<file path="config.mk">
export PLATFORM = sky130hd
export DESIGN_NAME = seg_scanner
export DESIGN_NICKNAME = d
export VERILOG_FILES = /design/src/rtl/seg_scanner.sv
export SDC_FILE = /design/constraint.sdc
export NUM_CORES = 1
export LEC_CHECK = 0
export ABC_AREA = 1
export BUFFER_PORTS_ARGS = -buffer_cell sky130_fd_sc_hd__buf_4
export CORE_MARGIN = 4
export CORE_UTILIZATION = 40
export CTS_BUF_LIST = sky130_fd_sc_hd__clkbuf_8
export CTS_CLUSTER_SIZE = 10
export DETAILED_ROUTE_END_ITERATION = 12
export PLACE_DENSITY = 0.61
export REMOVE_ABC_BUFFERS = 1
export SLEW_MARGIN = 30
export SYNTH_ARGS = -nofsm -noshare
export SYNTH_HDL_FRONTEND = slang
export SYNTH_SLANG_ARGS = --single-unit
</file>
<file path="constraint.sdc">
create_clock -name Clock -period 2.9 [get_ports Clock]
set_clock_uncertainty 0.1 [all_clocks]
set_input_delay 0.145 -clock Clock [delete_from_list [all_inputs] [get_ports Clock]]
set_output_delay 0.145 -clock Clock [all_outputs]
set_load 0.01 [all_outputs]
</file>
<file path="src/rtl/seg_scanner.sv">
// Four-digit multiplexed seven-segment driver: shadows the BCD digits on update
// and scans them onto active-low anode/segment lines with optional zero blanking.
module seg_scanner #(
  parameter int unsigned SCAN_CYCLES = 50000,
  parameter int unsigned CNT_W       = 16
) (
  input  logic       Clock,
  input  logic       Reset,
  input  logic       update,
  input  logic [3:0] bcd0,
  input  logic [3:0] bcd1,
  input  logic [3:0] bcd2,
  input  logic [3:0] bcd3,
  input  logic       lzb_en,
  input  logic       blank,
  output logic [3:0] an,
  output logic [6:0] seg
);

  localparam logic [CNT_W-1:0] CNT_LAST = CNT_W'(SCAN_CYCLES - 32'd1);

  logic [CNT_W-1:0]  cnt_q, cnt_d;
  logic [1:0]        idx_q, idx_d;
  logic [3:0][3:0]   sh_q, sh_d;
  logic [3:0]        an_q, an_d;
  logic [6:0]        seg_q, seg_d;
  logic              tick;
  logic              lead_zero;
  logic              dig_off;
  logic [3:0]        sel_digit;

  function automatic logic [6:0] decode_seg(input logic [3:0] v);
    logic [6:0] p;
    case (v)
      4'd0:    p = 7'b1000000;
      4'd1:    p = 7'b1111001;
      4'd2:    p = 7'b0100100;
      4'd3:    p = 7'b0110000;
      4'd4:    p = 7'b0011001;
      4'd5:    p = 7'b0010010;
      4'd6:    p = 7'b0000010;
      4'd7:    p = 7'b1111000;
      4'd8:    p = 7'b0000000;
      4'd9:    p = 7'b0010000;
      default: p = 7'b0111111;
    endcase
    return p;
  endfunction

  // Next-state for prescaler, digit index, shadows, and the output register.
  always_comb begin
    tick      = (cnt_q == CNT_LAST);
    cnt_d     = tick ? {CNT_W{1'b0}} : cnt_q + {{(CNT_W-1){1'b0}}, 1'b1};
    idx_d     = tick ? idx_q + 2'd1 : idx_q;
    sh_d      = update ? {bcd3, bcd2, bcd1, bcd0} : sh_q;
    sel_digit = sh_q[idx_q];

    // A digit is a leading zero when it and every digit above it are zero.
    case (idx_q)
      2'd1:    lead_zero = (sh_q[1] == 4'd0) && (sh_q[2] == 4'd0) && (sh_q[3] == 4'd0);
      2'd2:    lead_zero = (sh_q[2] == 4'd0) && (sh_q[3] == 4'd0);
      2'd3:    lead_zero = (sh_q[3] == 4'd0);
      default: lead_zero = 1'b0;
    endcase

    dig_off = blank | (lzb_en & lead_zero);
    if (dig_off) begin
      an_d  = 4'b1111;
      seg_d = 7'h7F;
    end else begin
      an_d  = ~(4'b0001 << idx_q);
      seg_d = decode_seg(sel_digit);
    end
  end

  // State and output registers with synchronous reset.
  always_ff @(posedge Clock) begin
    if (Reset) begin
      cnt_q <= {CNT_W{1'b0}};
      idx_q <= 2'd0;
      sh_q  <= {4{4'd0}};
      an_q  <= 4'b1111;
      seg_q <= 7'h7F;
    end else begin
      cnt_q <= cnt_d;
      idx_q <= idx_d;
      sh_q  <= sh_d;
      an_q  <= an_d;
      seg_q <= seg_d;
    end
  end

  assign an  = an_q;
  assign seg = seg_q;

endmodule

</file>
==> metrics.md <==
| Metric | Value |
|---|---|
| Initial DRT Pass Iterations | 5 |
| Nets | 372 |
| CTS Hold Bufs | 11 |
| Post-CTS Setup Repair Bufs | 0 |
| Bufs on Longest Clock Path | 2 |
| Fmax | 511 MHz |
| Synthesized area | 0.00221 mm2 |
| Placement Setup Slack | 973 ps |
| Port bufs | 31 |
| Average vias per placed instance | 4.76 |
| Top Metal Used | met4 |
| Die H | 82.3 um |
| Drt total wl | 4620 um |
| Die width | 82.3 um |
| Crit-path max FO | 12 |
| Worst-Margin Slew | 585 ps |
| DR DRC count | 0 |
| Seq cells post-synth | 45 |
| H-tree levels | 2 |
| Clock period minus worst slack | 1960 ps |
| CORE AREA | 0.00524 mm2 |
| # IOs | 32 |
| Mean routed wirelength per cell | 11.2 um |
| Met2 WL | 2080 um |
| Initial DRC Count | 77 |
| Site Rows | 26 |
| Sequential-to-total area share from yosys stat | 40.8% |
| PD cells | 454 mW/mm2 |
| Total Routing Usage GR | 15.6% |
| Status | finished, final reports clean |
| Clk slew on worst S/H paths | 90 ps |
| Initial Util | 42.1% |
| Fin Setup TNS | 0 ps |
| P_leak | 0.00110 uW |
| Grt ovf | 0 |
| Post-CTS Resized | 0 |
| Worst skew pair latency | 300 ps |
| DP HPWL | 3520 um |
| Crit Path Category | reg -> reg |
| Setup slack after layout | 944 ps |
| CP Launch Type | register |
| ANT cells | 0 |
| Fin. max-slew vios | 0 |
| Worst Hold Class | in -> reg |
| Cts bufs inserted | 5 |
| Final hold viol count | 0 |
| RSZ-0062 raised after global routing | false |
| CTS tree | done |
| First-pass GRT wire length | 8230 um |
| Synthesis-to-finish area growth | 22.0% |
| Post-synthesis cell count | 297 |
| Synthesis Warnings | 0 |
| Clock Sink Count | 45 |
| Syn Area/Cell | 7.43 um2 |
| CP endpoint kind | register |
| Max cap viols | 0 |
| Met3 WL | 222 um |
| Routed Antenna Nets | 0 |
| Vias | 1,957 |
| Via count of the first global-routing pass | 1,916 |
| Worst vdd ir | 199 uV |
| Largest net degree at the start of global routing | 23 |
| CTS Root Cell | clkbuf_8 |
| GP Congestion | 0.839 |
| Crit path arrival time | 2020 ps |
| Rel. slew slack | 60.9% |
| Die area | 0.00677 mm2 |
| Final setup fails | 0 |
| Share of post-route cells with drive strength above 1 | 19.1% |
| WL met1 | 2250 um |
| Unique masters post-synth | 26 |
| Fin crit share | 67.5% |
| Total power | 1220 uW |
| Critical Path RT | 2960 ps |
| Initial antenna violation count | 0 |
[report_power, final]
| part | total [uW] | leakage (uW) | internal [uW] | switching (uW) |
|---|---|---|---|---|
| sequential | 658 | 0.000369 | 644 | 13.9 |
| clock | 424 | 0.0000542 | 216 | 208 |
| combinational | 140 | 0.000681 | 67.1 | 73.1 |
[metrics by stage]
stage	hold WS (ps)	instance area [um2]	instances	utilization (%)
2_1_floorplan	114	2160	291	-
3_3_place_gp	252	2480	392	47.3
3_5_place_dp	255	2480	392	47.3
4_1_cts	14.7	2690	411	51.4
5_1_grt	26.1	2690	411	51.4
6_report	33.6	2690	411	51.4
[layer usage]
metal	vias up	global-route usage, %
li1	1038	-
met5	-	0
met3	6	4.12
met1	876	20.5
met2	37	24.6
met4	0	5.65
[logic make-up (layout without fill, tap and decap cells)]
logic type / Yosys count / in the layout / share of synthesized area (%)
AND/OR/NAND/NOR: 160 / 160 / 34.4
flip-flops: 45 / 45 / 40.8
buffers and inverters: 41 / 85 / 8.17
AO/OA/AOI/OAI: 36 / 36 / 8.79
adder cells (fa/ha/maj): 11 / 11 / 6.24
XOR/XNOR: 4 / 4 / 1.59
[critical path, stage by stage, from the launching register on]
cell and delay (ps):
dfxtp_1 590, inv_4 130, nand2_1 100, nand3_1 60, nand2_1 160, inv_1 100, ha_1 280, nand3_1 100
nand3_1 110, nand4_1 80
[cell type report]
class / count / area [um2]
Fill cell: 512 / 2550
Timing Repair Buffer: 42 / 343
Sequential cell: 45 / 901
Clock inverter: 1 / 5.00
Tap cell: 70 / 87.6
Clock buffer: 7 / 96.3
Multi-Input combinational cell: 211 / 1120
Inverter: 35 / 134
[placed cells by master, fill, tap and decap left out, drive strengths merged]
master,Yosys,layout
dlygate4sd3,0,11
nand3,28,28
nand4,11,11
nor3,6,6
inv,35,35
buf,2,31
nor2,48,48
xor2,4,4
o21ai,19,19
dfxtp,45,45
ha,11,11
a21oi,16,16
nand2,66,66
clkbuf,4,7
clkinv,0,1
nand3b,1,1
a21boi,1,1
[path summary, 6_finish.rpt]
check,slack [ps],cells after the start,start,end
max reg2reg,940,9,idx_q[0],seg[3]
min reg2reg,360,1,cnt_q[0],cnt_q[0]
min,30,3,blank,seg[2]
max,940,9,idx_q[0],seg[3]
[state kept, by name, indices dropped and copies added (netlist names)]
signal	flops
cnt_q	16
seg	7
sh_q	16
an	4
idx_q	2
[synthesized netlist by cell type (all sizes together)]
cell / number / area, um2
nand2: 66 / 282
nor2: 48 / 215
dfxtp: 45 / 901
inv: 35 / 134
nand3: 28 / 150
o21ai: 19 / 95.1
a21oi: 16 / 87.6
ha: 11 / 138
nand4: 11 / 68.8
nor3: 6 / 35.0
clkbuf: 4 / 15.0
xor2: 4 / 35.0
buf: 2 / 31.3
a21boi: 1 / 11.3
nand3b: 1 / 7.51
(Power assumes the default switching activity.)
